$ cat src/rtl/gpio_display_arbiter_if.sv
`default_nettype none
// ============================================================================
//  Module      : gpio_display_arbiter_if
//  Description : Requester/display bundle for the GPIO display arbiter.
//                master = requester side, slave = arbiter side.
//  Revision    : 1.0 - initial release
// ============================================================================
interface gpio_display_arbiter_if #(
   parameter int NREQ = 4
);
   logic [NREQ-1:0]     req;
   logic [NREQ*128-1:0] src_rows;
   logic [NREQ*64-1:0]  src_hex;
   logic [NREQ-1:0]     grant;
   logic [1:0]          owner;
   logic [127:0]        rows_out;
   logic [63:0]         hex_out;
   logic                busy;

   modport master (
      output req, src_rows, src_hex,
      input  grant, owner, rows_out, hex_out, busy
   );

   modport slave (
      input  req, src_rows, src_hex,
      output grant, owner, rows_out, hex_out, busy
   );
endinterface
`default_nettype wire

$ cat src/rtl/gpio_display_arbiter.sv
`default_nettype none
// ============================================================================
//  Module      : gpio_display_arbiter
//  Description : Round-robin owner of the GPIO display (LED rows + 7-seg
//                digits) with minimum dwell under contention and a blanked
//                guard interval between owners. Optional macro
//                PRIORITY_OVERRIDE_EN gives requester 0 preemptive priority.
//                NREQ must match the NREQ of the connected interface.
//  Revision    : 1.0 - initial release
// ============================================================================
module gpio_display_arbiter #(
   parameter int NREQ         = 4,
   parameter int DWELL_CYCLES = 50000000,
   parameter int GUARD_CYCLES = 4096,
   parameter int CNT_W        = 26
) (
   input  logic                   clock_50,
   input  logic                   reset_n,
   gpio_display_arbiter_if.slave  bus
);

   typedef enum logic [1:0] {
      S_IDLE  = 2'd0,
      S_OWN   = 2'd1,
      S_GUARD = 2'd2
   } state_t;

   localparam logic [1:0]       LAST_INIT  = 2'(NREQ - 1);
   localparam logic [CNT_W-1:0] DWELL_LAST = CNT_W'(DWELL_CYCLES - 1);
   localparam logic [CNT_W-1:0] GUARD_LAST = CNT_W'(GUARD_CYCLES - 1);

   state_t            state;
   logic [1:0]        last;
   logic [CNT_W-1:0]  dwell;
   logic [CNT_W-1:0]  guard_cnt;
   logic [NREQ-1:0]   grant_q;
   logic [1:0]        owner_q;
   logic              busy_q;
   logic [127:0]      rows_q;
   logic [63:0]       hex_q;

   logic              pick_valid;
   logic [1:0]        pick_idx;
   logic              owner_req;
   logic              other_req;
   logic              preempt;

   // Next owner: first active request after the last owner, wrapping; the
   // loop runs backwards so the nearest candidate is assigned last and wins.
   always_comb begin
      pick_valid = 1'b0;
      pick_idx   = 2'd0;
      for (int k = NREQ; k >= 1; k--) begin
         if (bus.req[(int'(last) + k) % NREQ]) begin
            pick_valid = 1'b1;
            pick_idx   = 2'((int'(last) + k) % NREQ);
         end
      end
`ifdef PRIORITY_OVERRIDE_EN
      if (bus.req[0]) begin
         pick_valid = 1'b1;
         pick_idx   = 2'd0;
      end
`endif
   end

   assign owner_req = bus.req[owner_q];
   // grant_q is one-hot on the owner while in OWN, so this masks the owner out
   assign other_req = |(bus.req & ~grant_q);

`ifdef PRIORITY_OVERRIDE_EN
   assign preempt = (owner_q != 2'd0) && bus.req[0];
`else
   assign preempt = 1'b0;
`endif

   // Ownership FSM with registered grant/owner/busy and the display datapath
   always_ff @(posedge clock_50) begin
      if (!reset_n) begin
         state     <= S_IDLE;
         last      <= LAST_INIT;
         dwell     <= '0;
         guard_cnt <= '0;
         grant_q   <= '0;
         owner_q   <= 2'd0;
         busy_q    <= 1'b0;
         rows_q    <= '0;
         hex_q     <= '0;
      end else begin
         // Data follows the owner one cycle behind the state
         if (state == S_OWN) begin
            rows_q <= bus.src_rows[int'(owner_q)*128 +: 128];
            hex_q  <= bus.src_hex[int'(owner_q)*64 +: 64];
         end else begin
            rows_q <= '0;
            hex_q  <= '0;
         end

         case (state)
            S_IDLE: begin
               if (pick_valid) begin
                  state   <= S_OWN;
                  grant_q <= NREQ'(1) << pick_idx;
                  owner_q <= pick_idx;
                  last    <= pick_idx;
                  dwell   <= '0;
                  busy_q  <= 1'b1;
               end
            end
            S_OWN: begin
               if (dwell != DWELL_LAST) begin
                  dwell <= dwell + 1'b1;
               end
               if (!owner_req || preempt || ((dwell == DWELL_LAST) && other_req)) begin
                  state     <= S_GUARD;
                  grant_q   <= '0;
                  busy_q    <= 1'b0;
                  guard_cnt <= '0;
               end
            end
            S_GUARD: begin
               if (guard_cnt == GUARD_LAST) begin
                  if (pick_valid) begin
                     state   <= S_OWN;
                     grant_q <= NREQ'(1) << pick_idx;
                     owner_q <= pick_idx;
                     last    <= pick_idx;
                     dwell   <= '0;
                     busy_q  <= 1'b1;
                  end else begin
                     state <= S_IDLE;
                  end
               end else begin
                  guard_cnt <= guard_cnt + 1'b1;
               end
            end
            default: begin
               state   <= S_IDLE;
               grant_q <= '0;
               busy_q  <= 1'b0;
            end
         endcase
      end
   end

   assign bus.grant    = grant_q;
   assign bus.owner    = owner_q;
   assign bus.busy     = busy_q;
   assign bus.rows_out = rows_q;
   assign bus.hex_out  = hex_q;

endmodule
`default_nettype wire
$ cat src/flat_wrapper.sv
// flat-port wrapper written by rule: the top's interface ports become plain ports
module gpio_display_arbiter_flat 
#(
   parameter int NREQ         = 4,
   parameter int DWELL_CYCLES = 50000000,
   parameter int GUARD_CYCLES = 4096,
   parameter int CNT_W        = 26
)
  (clock_50, reset_n, bus_req, bus_src_rows, bus_src_hex, bus_grant, bus_owner, bus_rows_out, bus_hex_out, bus_busy);
  gpio_display_arbiter_if #(.NREQ(NREQ)) bus_i ();
  input  logic clock_50;
  input  logic reset_n;
  input wire logic [$bits(bus_i.req)-1:0] bus_req;
  input wire logic [$bits(bus_i.src_rows)-1:0] bus_src_rows;
  input wire logic [$bits(bus_i.src_hex)-1:0] bus_src_hex;
  output wire logic [$bits(bus_i.grant)-1:0] bus_grant;
  output wire logic [$bits(bus_i.owner)-1:0] bus_owner;
  output wire logic [$bits(bus_i.rows_out)-1:0] bus_rows_out;
  output wire logic [$bits(bus_i.hex_out)-1:0] bus_hex_out;
  output wire logic [$bits(bus_i.busy)-1:0] bus_busy;
  assign bus_i.req = bus_req;
  assign bus_i.src_rows = bus_src_rows;
  assign bus_i.src_hex = bus_src_hex;
  assign bus_grant = bus_i.grant;
  assign bus_owner = bus_i.owner;
  assign bus_rows_out = bus_i.rows_out;
  assign bus_hex_out = bus_i.hex_out;
  assign bus_busy = bus_i.busy;
  gpio_display_arbiter #(.NREQ(NREQ), .DWELL_CYCLES(DWELL_CYCLES), .GUARD_CYCLES(GUARD_CYCLES), .CNT_W(CNT_W)) u_core (.clock_50(clock_50), .reset_n(reset_n), .bus(bus_i));
endmodule
$ cat config.mk
export PLATFORM = sky130hd
export DESIGN_NAME = gpio_display_arbiter_flat
export DESIGN_NICKNAME = d
export VERILOG_FILES = /design/src/rtl/gpio_display_arbiter_if.sv /design/src/rtl/gpio_display_arbiter.sv /design/src/flat_wrapper.sv
export SDC_FILE = /design/constraint.sdc
export NUM_CORES = 1
export LEC_CHECK = 0
export BUFFER_PORTS_ARGS = -buffer_cell sky130_fd_sc_hd__buf_4
export CORE_AREA = 2 2 374 376
export DETAILED_ROUTE_END_ITERATION = 12
export DIE_AREA = 0 0 376 378
export HOLD_SLACK_MARGIN = 0.03
export PLACE_DENSITY_LB_ADDON = 0.12
export SLEW_MARGIN = 30
export SYNTH_ARGS = -nofsm -noshare
export SYNTH_HDL_FRONTEND = slang
export SYNTH_SLANG_ARGS = --single-unit
$ cat constraint.sdc
create_clock -name clock_50 -period 3.23 [get_ports clock_50]
set_input_delay 0.969 -clock clock_50 [delete_from_list [all_inputs] [get_ports clock_50]]
set_output_delay 0.969 -clock clock_50 [all_outputs]
set_load 0.02 [all_outputs]
==> impl_metrics.csv <==
group,metric,value,unit
status,status,"finished, final reports clean",
die,ioPinCount,973,
grt,met1_usage,0.140,
setup_path,path_class,"flop to primary output",
detailed_routing,drt_iter0_drc,660,
grt,grt_usage,0.124,
detailed_routing,vias,13500,
cells_and_area,final_area,0.0237,mm2
sta,clock_skew,0.0209,ns
grt,busiest_layer,"met2",
synth,syn_nets,1824,
pwr,p_leak,10.3,nW
pwr,p_total,11.6,mW
grt,use_met2,0.214,
grt,met3_usage,0.0554,
place,place_inst,3759,
clocking,insertion_delay,0.59,ns
setup_path,cp.buffers_inverters,2,
clocking,cts_root_buf,"clkbuf_16",
setup_path,cp_slowest_cell,"dfxtp_4",
clocking,ctsHoldBuffers,0,
clocking,clk_path_buf_depth,3,
synth,seq_area_frac_synth,0.398,
cells_and_area,multiInputGateArea,0.00734,mm2
sta,hold_viol,0,
synth,ys_seq_elements,255,
detailed_routing,route.detailed.drc,0,
synth,synth_xor_area_frac,0.00614,
synth,synth_adder_area_share,0.00195,
detailed_routing,drt-vias-per-instance,3.53,
grt,grt_max_degree,116,
detailed_routing,routed_wl,93.4,mm
clocking,cts_sinks,255,
min_path,hold_path.class,"flop to flop",
synth,synth.distinct_cells,49,
die,die_h,378,um
sta,fin_crit_sh,0.815,
synth,syn_area,0.0128,mm2
setup_path,critPathCaptureType,"primary output",
min_path,min_to,"u_core.dwell[23]$_SDFFE_PN0P_",
setup_path,start_kind,"flop",
sta,rsz0062_at_grt,"no",
clocking,tritoncts,"done",
pwr,power_density,489,mW/mm2
cells_and_area,nets,2769,
place,io_buffers,972,
place,dp_hpwl,77.5,mm
synth,synth.mux.area_fraction,0.339,
die,start_util,0.0927,
cells_and_area,instances_no_fill,3836,
pwr,ir_drop,0.284,mV
synth,yosys_warnings,0,
clocking,cts.clk_slew.worst_paths,0.05,ns
grt,overflow,0,
synth,synth_simple_gate_area_frac,0.171,
grt,grt_pass1_wl,122,mm
synth,synthArstFlopShare,0,
detailed_routing,first_pass_iters,5,
sta,finalSetupTns,0,ns
cells_and_area,area_growth,84.8,%
die,core-area,0.139,mm2
setup_path,r2r_end,"u_core.guard_cnt[24]$_SDFFE_PN0P_",
place,gp_congestion,0.860,
setup_path,cp_max_fo,60,
sta,drv_slew,0,
clocking,cts-buffers-inserted,39,
place,placed_area,0.0224,mm2
synth,synthFlopType,"dfxtp_1",
cells_and_area,drive_above_1_share,0.628,
min_path,holdCritStartpoint,"u_core.dwell[23]$_SDFFE_PN0P_",
sta,worst_pin_slew,0.955,ns
synth,synth_top_family_by_area,"multiplexers",
synth,avgSynthCellArea,12.3,um2
setup_path,r2r_slack,0.67,ns
synth,synth-edff-count,0,
cells_and_area,fillers,15400,
clocking,cts.repair.resized,0,
setup_path,reg2reg_from,"u_core.guard_cnt[0]$_SDFFE_PN0P_",
sta,setup_viol_count_final,0,
die,die_area,0.142,mm2
grt,grt_pass1_vias,14600,
min_path,holdPathStages,2,
sta,period_minus_slack,2.63,ns
run,max-cap-violations,0,
setup_path,cp.required,2.26,ns
detailed_routing,wire_per_inst,24.4,um
sta,fmaxAchievable,0.380,GHz
sta,relSlewSlack,0.363,
setup_path,cp_top_family,"buffers and inverters",
setup_path,reg2reg_depth,8,
setup_path,arrival,1.66,ns
die,std_cell_rows,137,
die,die_w,376,um
cells_and_area,ff_latch_area,0.00511,mm2
setup_path,crit_path_max_incr_delay,0.43,ns
synth,syn_inst,1048,
clocking,post_cts_buffers,0,
synth,synth-compound-area-share,0.0520,
setup_path,cp_cell_sequence,"buf_12, buf_4",
grt,antenna_found_initial,43,
clocking,htree_levels,2,
detailed_routing,ant_nets,0,
synthesized netlist by cell type, drive strengths merged (2+ instances only):
cell type | count | area share
ha | 2 | 0.0019
xor2 | 5 | 0.0034
a22o | 2 | 0.0014
nor4 | 7 | 0.0039
xnor2 | 4 | 0.0027
nand3 | 19 | 0.0074
and4 | 5 | 0.0034
nand2 | 29 | 0.0085
or2 | 3 | 0.0017
nor3 | 8 | 0.0031
nor2 | 23 | 0.0067
a21oi | 40 | 0.016
mux4 | 193 | 0.34
a32o | 2 | 0.0016
a22oi | 2 | 0.0012
inv | 6 | 0.0018
and3 | 201 | 0.098
dfxtp | 255 | 0.40
or3 | 32 | 0.016
nand2b | 6 | 0.0029
nor2b | 7 | 0.0034
o31ai | 7 | 0.0041
o31a | 2 | 0.0014
o21ai | 39 | 0.015
a21boi | 3 | 0.0018
clkbuf | 70 | 0.020
nand4 | 16 | 0.0083
o21a | 6 | 0.0035
and2 | 4 | 0.0019
buf | 32 | 0.0099
or4 | 5 | 0.0029
power breakdown:
| group | total, mW | leakage [nW] | switching (mW) | internal (mW) |
|---|---|---|---|---|
| Clock | 4.48 | 0.647 | 1.76 | 2.72 |
| Combinational | 3.64 | 7.57 | 1.70 | 1.94 |
| Sequential | 3.49 | 2.08 | 0.111 | 3.38 |
final cells by class:
cell class              count  area share
diodes                      6    0.000633
inverters                   6    0.000949
repair buffers           1006       0.323
multi-input cells         685       0.309
clock buffers              60      0.0509
flip-flops and latches    255       0.215
well taps                1807      0.0953
clock inverters            11     0.00459
worst min-delay path, stage by stage (launching register included):
cell     delay, ns
dfxtp_1       0.31
o21ai_0       0.07
a21oi_1       0.06
placed cells by master (no fill, tap or decap), drive strengths merged, types with 4 or more instances in the layout:
cell,n
buf,1006
dfxtp,255
and3,201
mux4,193
clkbuf,60
a21oi,40
o21ai,39
or3,32
nand2,29
nor2,23
nand3,19
nand4,16
nor3,8
o31ai,7
nor4,7
nor2b,7
clkinv,7
diode,6
inv,6
nand2b,6
o21a,6
and4,5
or4,5
xor2,5
and2,4
xnor2,4
cell families (layout without fill, tap and decap cells):
kind of cell / after synthesis / in the layout
and+or+nand+nor: 370 / 370
DFF: 255 / 255
muxes: 194 / 194
AOI/OAI and AO/OA: 110 / 110
buffers and inverters: 108 / 1083
xor gates and xnor gates: 9 / 9
adders and majority gates: 2 / 2
other: 0 / 6
worst max-delay path by stage:
stage / to / cells after the start / startpoint / slack [ns]
6_report: bus_owner[0] / 2 / u_core.bus.owner[0]$_SDFFE_PN0P_ / 0.60
5_1_grt: u_core.guard_cnt[24]$_SDFFE_PN0P_ / 8 / u_core.guard_cnt[0]$_SDFFE_PN0P_ / 0.40
4_1_cts: bus_owner[0] / 2 / u_core.bus.owner[0]$_SDFFE_PN0P_ / 0.47
3_5_place_dp: u_core.guard_cnt[14]$_SDFFE_PN0P_ / 8 / bus_req[1] / 0.31
3_3_place_gp: u_core.guard_cnt[18]$_SDFFE_PN0P_ / 8 / bus_req[1] / 0.32
2_1_floorplan: u_core.guard_cnt[21]$_SDFFE_PN0P_ / 7 / bus_req[1] / 0.59
routing by layer:
layer / share of wire / wire (um) / up-vias
li1: - / - / 6047
met1: 0.38 / 35500 / 6726
met5: 0.0021 / 200 / -
met2: 0.50 / 46800 / 596
met3: 0.10 / 9300 / 127
met4: 0.018 / 1690 / 30
stage by stage:
| step | util | worst slack, ns | hold slack [ns] |
|---|---|---|---|
| floorplan | - | 0.587 | 0.451 |
| global placement | 0.162 | 0.319 | 0.469 |
| detailed placement | 0.162 | 0.310 | 0.485 |
| CTS | 0.171 | 0.467 | 0.494 |
| global route | 0.171 | 0.401 | 0.512 |
| finish | 0.171 | 0.598 | 0.486 |
flip-flops by register name, summed over array words and instances, names as in the netlist:
register             count
u_core.bus.rows_out    128
u_core.bus.hex_out      64
u_core.dwell            26
u_core.guard_cnt        26
u_core.bus.grant         4
u_core.bus.owner         2
u_core.last              2
u_core.state             2
u_core.bus.busy          1
(Power assumes the default switching activity.)
